--- src/rtl/operand_dispatcher.sv ---
`default_nettype none
// ============================================================================
// Module      : operand_dispatcher
// Description : Upstream feeder for the multicycle add/sub datapath.
//               Assembles four-operand jobs (A, B, C, D + mode) from a byte
//               stream into a two-entry job queue. It issues one job at a time
//               to the datapath and holds the operands stable until done.
//               It then returns the captured result on a valid/ready port.
//               A watchdog aborts a job whose done never arrives.
// Ports       : clock, reset (async, active-low)
//               in_valid/in_ready/in_data/in_mode   - operand byte stream
//               au_start/au_mode/au_a..au_d         - datapath request
//               au_done/au_result                   - datapath response
//               res_valid/res_ready/res_data/
//               res_mode/res_timeout                - result stream
//               busy                                - queue or FSM active
// Revision    : 1.0 - initial release
// ============================================================================
module operand_dispatcher #(
    parameter int WIDTH   = 8,
    parameter int TIMEOUT = 64
) (
    input  logic             clock,
    input  logic             reset,
    input  logic             in_valid,
    output logic             in_ready,
    input  logic [WIDTH-1:0] in_data,
    input  logic             in_mode,
    output logic             au_start,
    output logic             au_mode,
    output logic [WIDTH-1:0] au_a,
    output logic [WIDTH-1:0] au_b,
    output logic [WIDTH-1:0] au_c,
    output logic [WIDTH-1:0] au_d,
    input  logic             au_done,
    input  logic [WIDTH-1:0] au_result,
    output logic             res_valid,
    input  logic             res_ready,
    output logic [WIDTH-1:0] res_data,
    output logic             res_mode,
    output logic             res_timeout,
    output logic             busy
);

    localparam int               c_WDW       = $clog2(TIMEOUT);
    localparam logic [c_WDW-1:0] c_WDOG_LAST = c_WDW'(TIMEOUT - 1);

    localparam logic [1:0] c_IDLE  = 2'd0;
    localparam logic [1:0] c_ISSUE = 2'd1;
    localparam logic [1:0] c_RESP  = 2'd2;

    // Job queue storage (two slots, ring-addressed)
    logic [WIDTH-1:0] r_q_a    [0:1];
    logic [WIDTH-1:0] r_q_b    [0:1];
    logic [WIDTH-1:0] r_q_c    [0:1];
    logic [WIDTH-1:0] r_q_d    [0:1];
    logic             r_q_mode [0:1];
    logic             r_wr_ptr;
    logic             r_rd_ptr;
    logic [1:0]       r_count;
    logic [1:0]       r_byte_cnt;

    // Dispatch FSM and datapath-facing registers
    logic [1:0]       r_state;
    logic [1:0]       w_state_nxt;
    logic [c_WDW-1:0] r_wdog;
    logic             r_au_mode;
    logic [WIDTH-1:0] r_au_a;
    logic [WIDTH-1:0] r_au_b;
    logic [WIDTH-1:0] r_au_c;
    logic [WIDTH-1:0] r_au_d;
    logic [WIDTH-1:0] r_res_data;
    logic             r_res_mode;
    logic             r_res_timeout;

    logic             w_in_ready;
    logic             w_accept;
    logic             w_commit;
    logic             w_pop;
    logic             w_issue;
    logic             w_done_cap;
    logic             w_expire;

    // A partially assembled job lives in the write slot without being
    // counted, so only committed jobs throttle the input.
    assign w_in_ready = (r_count < 2'd2);
    assign w_accept   = in_valid && w_in_ready;
    assign w_commit   = w_accept && (r_byte_cnt == 2'd3);
    assign w_pop      = (r_state == c_RESP) && res_ready;

    // ------------------------------------------------------------------------
    // Byte assembly and queue bookkeeping
    // ------------------------------------------------------------------------
    always_ff @(posedge clock or negedge reset) begin
        if (!reset) begin
            for (int i = 0; i < 2; i++) begin
                r_q_a[i]    <= '0;
                r_q_b[i]    <= '0;
                r_q_c[i]    <= '0;
                r_q_d[i]    <= '0;
                r_q_mode[i] <= 1'b0;
            end
            r_wr_ptr   <= 1'b0;
            r_rd_ptr   <= 1'b0;
            r_count    <= 2'd0;
            r_byte_cnt <= 2'd0;
        end else begin
            if (w_accept) begin
                case (r_byte_cnt)
                    2'd0: begin
                        r_q_a[r_wr_ptr]    <= in_data;
                        r_q_mode[r_wr_ptr] <= in_mode;
                    end
                    2'd1:    r_q_b[r_wr_ptr] <= in_data;
                    2'd2:    r_q_c[r_wr_ptr] <= in_data;
                    default: r_q_d[r_wr_ptr] <= in_data;
                endcase
                r_byte_cnt <= r_byte_cnt + 2'd1;
            end
            if (w_commit) begin
                r_wr_ptr <= ~r_wr_ptr;
            end
            if (w_pop) begin
                r_rd_ptr <= ~r_rd_ptr;
            end
            // Commit and pop in the same cycle leave the count unchanged
            if (w_commit && !w_pop) begin
                r_count <= r_count + 2'd1;
            end else if (w_pop && !w_commit) begin
                r_count <= r_count - 2'd1;
            end
        end
    end

    // ------------------------------------------------------------------------
    // Dispatch FSM: next-state logic
    // ------------------------------------------------------------------------
    always_comb begin
        w_state_nxt = r_state;
        w_issue     = 1'b0;
        w_done_cap  = 1'b0;
        w_expire    = 1'b0;
        case (r_state)
            c_IDLE: begin
                // Datapath must have released done before the next start
                if ((r_count != 2'd0) && !au_done) begin
                    w_issue     = 1'b1;
                    w_state_nxt = c_ISSUE;
                end
            end
            c_ISSUE: begin
                // done takes priority over a coincident watchdog expiry
                if (au_done) begin
                    w_done_cap  = 1'b1;
                    w_state_nxt = c_RESP;
                end else if (r_wdog == c_WDOG_LAST) begin
                    w_expire    = 1'b1;
                    w_state_nxt = c_RESP;
                end
            end
            c_RESP: begin
                if (res_ready) begin
                    w_state_nxt = c_IDLE;
                end
            end
            default: w_state_nxt = c_IDLE;
        endcase
    end

    // ------------------------------------------------------------------------
    // Dispatch FSM: state, operand latch, watchdog and result capture
    // ------------------------------------------------------------------------
    always_ff @(posedge clock or negedge reset) begin
        if (!reset) begin
            r_state       <= c_IDLE;
            r_wdog        <= '0;
            r_au_mode     <= 1'b0;
            r_au_a        <= '0;
            r_au_b        <= '0;
            r_au_c        <= '0;
            r_au_d        <= '0;
            r_res_data    <= '0;
            r_res_mode    <= 1'b0;
            r_res_timeout <= 1'b0;
        end else begin
            r_state <= w_state_nxt;
            if (w_issue) begin
                r_au_a    <= r_q_a[r_rd_ptr];
                r_au_b    <= r_q_b[r_rd_ptr];
                r_au_c    <= r_q_c[r_rd_ptr];
                r_au_d    <= r_q_d[r_rd_ptr];
                r_au_mode <= r_q_mode[r_rd_ptr];
                r_wdog    <= '0;
            end else if (r_state == c_ISSUE) begin
                r_wdog <= r_wdog + 1'b1;
            end
            if (w_done_cap) begin
                r_res_data    <= au_result;
                r_res_mode    <= r_au_mode;
                r_res_timeout <= 1'b0;
            end else if (w_expire) begin
                r_res_data    <= '0;
                r_res_mode    <= r_au_mode;
                r_res_timeout <= 1'b1;
            end
        end
    end

    // Outputs decoded straight from state so an async reset drops au_start
    assign in_ready    = w_in_ready;
    assign au_start    = (r_state == c_ISSUE);
    assign au_mode     = r_au_mode;
    assign au_a        = r_au_a;
    assign au_b        = r_au_b;
    assign au_c        = r_au_c;
    assign au_d        = r_au_d;
    assign res_valid   = (r_state == c_RESP);
    assign res_data    = r_res_data;
    assign res_mode    = r_res_mode;
    assign res_timeout = r_res_timeout;
    assign busy        = (r_count != 2'd0) || (r_state != c_IDLE);

endmodule
`default_nettype wire
--- config.mk ---
export PLATFORM = sky130hd
export DESIGN_NAME = operand_dispatcher
export DESIGN_NICKNAME = d
export VERILOG_FILES = /design/src/rtl/operand_dispatcher.sv
export SDC_FILE = /design/constraint.sdc
export NUM_CORES = 1
export LEC_CHECK = 0
export ABC_CLOCK_PERIOD_IN_PS = 1730
export CAP_MARGIN = 20
export CORE_ASPECT_RATIO = 1.2
export CORE_UTILIZATION = 50
export CTS_BUF_LIST = sky130_fd_sc_hd__clkbuf_4 sky130_fd_sc_hd__clkbuf_8
export CTS_CLUSTER_DIAMETER = 50
export DETAILED_ROUTE_END_ITERATION = 8
export HOLD_SLACK_MARGIN = 0.06
export PLACE_DENSITY_LB_ADDON = 0.1
export SYNTH_ARGS = -nofsm -noshare
export SYNTH_HDL_FRONTEND = slang
export SYNTH_SLANG_ARGS = --single-unit
--- constraint.sdc ---
create_clock -name clock -period 1.73 [get_ports clock]
set_clock_uncertainty 0.1 [all_clocks]
set_input_delay 0.346 -clock clock [delete_from_list [all_inputs] [get_ports clock]]
set_output_delay 0.346 -clock clock [all_outputs]
set_load 0.005 [all_outputs]
==> results.yml, run 1 <==
status:
  status: "finished with violations"
  violations: "setup timing"
routing:
  dr.pass1.iters: 4
  routedWlPerCell_um: 20.0
  first_iter_violations: 227
  wirelength_um: 13100
  num_vias: 3709
  route.detailed.drc: 0
  drtAntennaViolNets: 0
  via_per_inst: 5.65
global_routing:
  grt_pass1_wl_um: 18800
  grt-ovfl-total: 0
  grt_max_degree: 37
  first_global_vias: 3728
  antenna_found_initial: 0
  grt_usage: 0.233
timing:
  max_slew_margin: 0.675
  hold_viol: 0
  whs_ns: 0.291
  fmax_mhz: 544
  fin_crit_sh: 1.06
  slew_viol_final: 0
  period_needed_ns: 1.84
  rsz0062_at_grt: "yes"
  worst_pin_slew_ns: 0.485
  layout_setup_ws_ns: -0.107
  setup_viol: 31
synthesis:
  netlist_instances: 400
  ys_warn_count: 0
  avgSynthCellArea_sq_um: 13.1
  syn_area_sq_um: 5230
  syn-num-nets: 429
  synth-seq-cells: 123
  yosysSeqAreaShare: 0.589
  synth_cell_types: 39
critical_path:
  critical_path.top_delay_family: "buffers and inverters"
  worstPathMaxFanout: 8
  reg2reg_depth: 7
  critical_path_class: "reg -> reg"
  slowest_delay_ns: 0.43
  worst_setup_path_start_kind: "flop"
  cp_num_buf_inv: 5
  cp_common_cell: "buf_6"
  crit_start: "r_count[1]"
  cp.depth: 7
  crit_chain: "buf_12, buf_6, buf_6, buf_6, nor3b_4, buf_12, mux2_4"
  r2r_start: "r_count[1]"
  end_kind: "flop"
  cp_slowest_cell: "dfrtp_2"
  arrival_ns: 2.05
  required_ns: 1.94
layout:
  nets: 548
  fin_util: 0.697
  n_antenna_cell: 0
  seq_area_sq_um: 3080
  drive_gt1_frac: 0.330
  final_cells: 656
  areaGrowthSynthToFinish_pct: 34.9
  fill_cells: 746
  multi_input_area_sq_um: 2250
floorplan:
  ios: 69
  std_cell_rows: 40
  die_y_um: 114
  initial_core_util: 0.517
  die_x_um: 95.3
  die-area_sq_um: 10900
  core_area_sq_um: 10100
clocking:
  htreeDepth: 4
  cts.sinks: 123
  cts_root_buf: "clkbuf_8"
  cts_tree: "built"
  clk_latency_ns: 0.43
  numCtsBuffers: 17
  cts_buffer_depth: 2
  cts.clk_slew.worst_paths_ns: 0.07
power_and_ir_drop:
  p_leak_nw: 3.40
  powerDensity_nw_per_um2: 1750
  ir_drop_mv: 0.970
worst_hold_path:
  hold_path_class: "in -> async"
flow_run:
  maxCapViolations: 0
placement:
  gp_congestion: 0.736
  dp_hpwl_um: 7160
  port_buffers: 68
  preCtsSetupSlack_ns: -0.342
  dp_cells: 602
[synth_stat cells]
cell	instances	area, sq um
o21a_1	1	7.51
xor2_1	3	26.3
nand2b_4	1	13.8
dfrtp_1	123	3080
and3_1	2	12.5
o2bb2ai_1	8	70.1
a21boi_0	1	7.51
nor3b_4	3	56.3
or3_1	2	12.5
nor2_2	1	6.26
buf_2	6	30.0
nor2_1	4	15.0
nand3b_1	2	15.0
inv_1	4	15.0
nand3_1	2	10.0
inv_2	1	3.75
xnor2_1	4	35.0
buf_6	3	33.8
and2_0	1	6.26
nand4_1	4	25.0
mux2i_1	34	340
mux2_2	66	743
clkbuf_2	1	5.00
nor3b_1	1	7.51
nor2b_1	2	12.5
clkinv_1	1	3.75
a21oi_1	3	15.0
o21ai_0	41	205
or4_1	1	7.51
a21o_1	1	7.51
nand2b_1	2	12.5
nand2_1	16	60.1
o21ai_1	31	155
clkbuf_1	11	41.3
o22ai_1	1	6.26
and2_1	2	12.5
or2_4	1	8.76
ha_1	7	87.6
o211ai_1	2	15.0
[kinds of logic after synthesis]
| group | after synthesis | share of synthesized area |
|---|---|---|
| AOI/OAI and AO/OA | 89 | 0.0936 |
| xor gates and xnor gates | 7 | 0.0117 |
| buffers and inverters | 27 | 0.0254 |
| adders and majority gates | 7 | 0.0168 |
| and+or+nand+nor | 47 | 0.0563 |
| muxes | 100 | 0.207 |
| DFF | 123 | 0.589 |
[cell usage in the layout (no fill, tap or decap), types with 7 or more instances in the layout]
cell type        synthesis  final
ha_1                     7      7
dlygate4sd2_1            0     40
o21ai_2                  0      7
mux2_4                   0     33
nand2_1                 16     16
buf_6                    3     12
buf_12                   0     11
o21ai_0                 41     20
clkbuf_8                 0     20
mux2_2                  66     33
clkdlybuf4s50_1          0     20
mux2i_1                 34     34
buf_4                    0     23
o2bb2ai_1                8      8
dfrtp_1                123    120
o21ai_1                 31     45
[flip-flops by register name, summed over array words and instances, names as in the netlist]
register / flops
r_wdog: 6
res_mode: 1
au_mode: 1
r_q_b: 16
r_count: 2
res_timeout: 1
au_d: 8
r_q_a: 16
au_c: 8
au_b: 8
r_q_c: 16
r_state: 2
r_wr_ptr: 1
r_byte_cnt: 2
r_q_d: 16
res_data: 8
r_rd_ptr: 1
au_a: 8
r_q_mode: 2
[routing by layer]
| layer | share of wire | track usage | up-vias |
|---|---|---|---|
| met5 | 0 | 0 | - |
| met4 | 0.017 | 0.0828 | 0 |
| met3 | 0.062 | 0.0567 | 15 |
| met2 | 0.49 | 0.376 | 120 |
| met1 | 0.43 | 0.306 | 1894 |
| li1 | - | - | 1680 |
[metrics by stage]
step	power, mW	TNS (ns)	cell area (sq um)
finish	12.4	-2.28	7050
global placement	9.13	-23.34	6280
CTS	11.8	-2.09	6850
floorplan	7.37	0	5230
detailed placement	9.30	-25.12	6280
global route	13.1	-3.51	7050
[where the power goes]
| part | leakage (nW) | internal, mW | total [mW] | switching, mW |
|---|---|---|---|---|
| logic | 1.67 | 2.93 | 5.33 | 2.40 |
| registers | 1.55 | 4.16 | 4.85 | 0.696 |
| clock network | 0.181 | 1.10 | 2.18 | 1.07 |
[worst paths after layout]
kind | to | slack (ns)
min | r_wdog[5] | 0.29
max reg2reg | r_q_d[14] | -0.11
max | r_q_d[14] | -0.11
min reg2reg | res_timeout | 0.40
max in group asynchronous | r_q_a[3] | 0.70
min in group clock | res_data[1] | 0.37
[final cells by class]
type,count,area share
clock buffers,22,0.0412
repair buffers,116,0.170
inverters,6,0.00355
clock inverters,8,0.00657
well taps,126,0.0224
multi-input cells,255,0.319
flip-flops and latches,123,0.437
[repair_timing]
item                       in CTS  in global routing
gates cloned                    1                  8
hold buffers                    1                  0
resized for setup              94                 55
hold endpoints to repair       27                  0
pin swaps                       6                 14
buffers inserted               14                  0
setup endpoints to repair      45                 72
(Power assumes the default switching activity.)
==> run 2, diff against run 1 <==
--- a/config.mk
+++ b/config.mk
@@ -14,6 +14,7 @@
 export DETAILED_ROUTE_END_ITERATION = 8
 export HOLD_SLACK_MARGIN = 0.06
 export PLACE_DENSITY_LB_ADDON = 0.1
+export SKIP_LAST_GASP = 1
 export SYNTH_ARGS = -nofsm -noshare
 export SYNTH_HDL_FRONTEND = slang
 export SYNTH_SLANG_ARGS = --single-unit
==> run 2 against run 1 <==
The run still ends with setup timing left. Global-route usage shrank 0.55 points. Via count shrank 0.89%. Worst setup slack gained 0.020 ns. Total power shrank 2.2%. Sequential power is essentially flat. Flip-flop and latch count is the same. Routed wire length shrank 4.0%. Die area is the same. Register-to-register slack gained 0.02 ns. Combinational power shrank 4.9%. Clock power is essentially flat. Largest cell class unchanged. Highest routed layer unchanged.
==> results.yml, run 2 (same netlist as run 1, synthesis figures left out) <==
global_routing:
  antenna_found_initial: 0
  grt_pass1_wl_um: 18400
  first_global_vias: 3664
  grt-ovfl-total: 0
  grt_max_degree: 37
  grt_usage: 0.228
critical_path:
  cp_common_cell: "buf_6"
  slowest_delay_ns: 0.43
  worstPathMaxFanout: 8
  worst_setup_path_start_kind: "flop"
  required_ns: 1.94
  reg2reg_depth: 7
  critical_path_class: "reg -> reg"
  arrival_ns: 2.02
  crit_chain: "buf_12, buf_6, buf_6, buf_6, nor3b_4, buf_12, mux2_4"
  r2r-end: "r_q_d[11]"
  crit_end: "r_q_d[11]"
  rrSetupSlack_ns: -0.09
  r2r_start: "r_count[1]"
  crit_start: "r_count[1]"
  end_kind: "flop"
  cp_slowest_cell: "dfrtp_2"
clocking:
  cts_tree: "built"
  cts_buffer_depth: 2
  clk_latency_ns: 0.43
  cts_root_buf: "clkbuf_8"
  cts.clk_slew.worst_paths_ns: 0.07
  numCtsBuffers: 17
  cts.sinks: 123
  htreeDepth: 4
status:
  violations: "setup timing"
  status: "finished with violations"
power_and_ir_drop:
  clkPwrFrac: 0.180
  powerDensity_nw_per_um2: 1740
  p_leak_nw: 3.35
  ir_drop_mv: 0.917
  intPower_mw: 8.05
  combinationalPowerShare: 0.420
  switchingPower_mw: 4.03
  finalPower_mw: 12.1
  seq_power_share: 0.400
  p_sw_frac: 0.333
layout:
  n_antenna_cell: 0
  nets: 547
  fill_cells: 757
  fin_util: 0.689
  drive_gt1_frac: 0.314
  seq_area_sq_um: 3080
  final_common_cell: "dfrtp_1"
  areaGrowthSynthToFinish_pct: 33.2
  multi_input_area_sq_um: 2190
  mostFrequentLayoutCells: "dfrtp_1 (120), o21ai_1 (44), mux2_2 (41)"
routing:
  routedWlPerCell_um: 19.2
  num_vias: 3676
  first_iter_violations: 165
  drtAntennaViolNets: 0
  via_per_inst: 5.61
  wirelength_um: 12600
  route.detailed.drc: 0
  dr.pass1.iters: 5
timing:
  worst_pin_slew_ns: 0.473
  fmax_mhz: 550
  slew_viol_final: 0
  whs_ns: 0.291
  setup_viol: 28
  period_needed_ns: 1.82
  rsz0062_at_grt: "yes"
  hold_viol: 0
  layout_setup_ws_ns: -0.0871
  fin_crit_sh: 1.05
  max_slew_margin: 0.684
floorplan:
  die_x_um: 95.3
  core_area_sq_um: 10100
  std_cell_rows: 40
  ios: 69
  die_y_um: 114
  initial_core_util: 0.517
  die-area_sq_um: 10900
placement:
  preCtsSetupSlack_ns: -0.342
  gp_congestion: 0.736
  port_buffers: 68
  dp_hpwl_um: 7160
flow_run:
  maxCapViolations: 0
worst_hold_path:
  hold_path_class: "in -> async"
run 2: power groups by stage:
stage	clock [mW]	combinational (mW)	sequential [mW]
floorplan	0	2.64	4.74
global placement	0	4.31	4.82
detailed placement	0	4.43	4.88
CTS	2.20	4.56	4.79
global route	2.33	5.53	4.98
finish	2.17	5.07	4.84
run 2: worst min path at each step:
stage	startpoint	to	slack [ns]
floorplan	reset	au_a[0]	-0.05
finish	reset	r_wdog[5]	0.29
global placement	reset	r_wdog[5]	0.22
CTS	reset	r_wdog[5]	0.29
global route	reset	r_wdog[3]	0.32
detailed placement	reset	r_wdog[5]	0.21
run 2: through the flow:
step / cells / instance area (sq um) / TNS [ns]
2_1_floorplan: 400 / 5230 / 0
5_1_grt: 655 / 6960 / -3.37
6_report: 655 / 6960 / -1.70
3_5_place_dp: 602 / 6280 / -25.12
4_1_cts: 648 / 6760 / -4.68
3_3_place_gp: 602 / 6280 / -23.34
run 2: what timing repair did:
item / CTS / global route
endpoints found under the hold margin: 27 / 0
buffers inserted: 14 / 2
endpoints found under the setup margin: 45 / 76
resized for setup: 62 / 63
pin swaps: 2 / 4
hold buffers: 1 / 0
gates cloned: 1 / 6
run 2: cell type report:
cell class / instances / area share
Multi-Input combinational cell: 255 / 0.315
Sequential cell: 123 / 0.443
Timing Repair Buffer: 115 / 0.168
Clock buffer: 22 / 0.0417
Inverter: 6 / 0.00359
Tap cell: 126 / 0.0226
Clock inverter: 8 / 0.00665
run 2: layer usage:
metal / up-vias / global-route usage / part of all wire
li1: 1675 / - / -
met1: 1869 / 0.305 / 0.45
met2: 115 / 0.362 / 0.47
met3: 17 / 0.0580 / 0.055
met4: 0 / 0.0727 / 0.017
met5: - / 0 / 0
run 2: critical path: cells and delay by family, from the launching register on:
family	cells	cell delay, ns
buffers and inverters	5	0.64
muxes	1	0.30
and+or+nand+nor	1	0.23
DFF	1	0.43
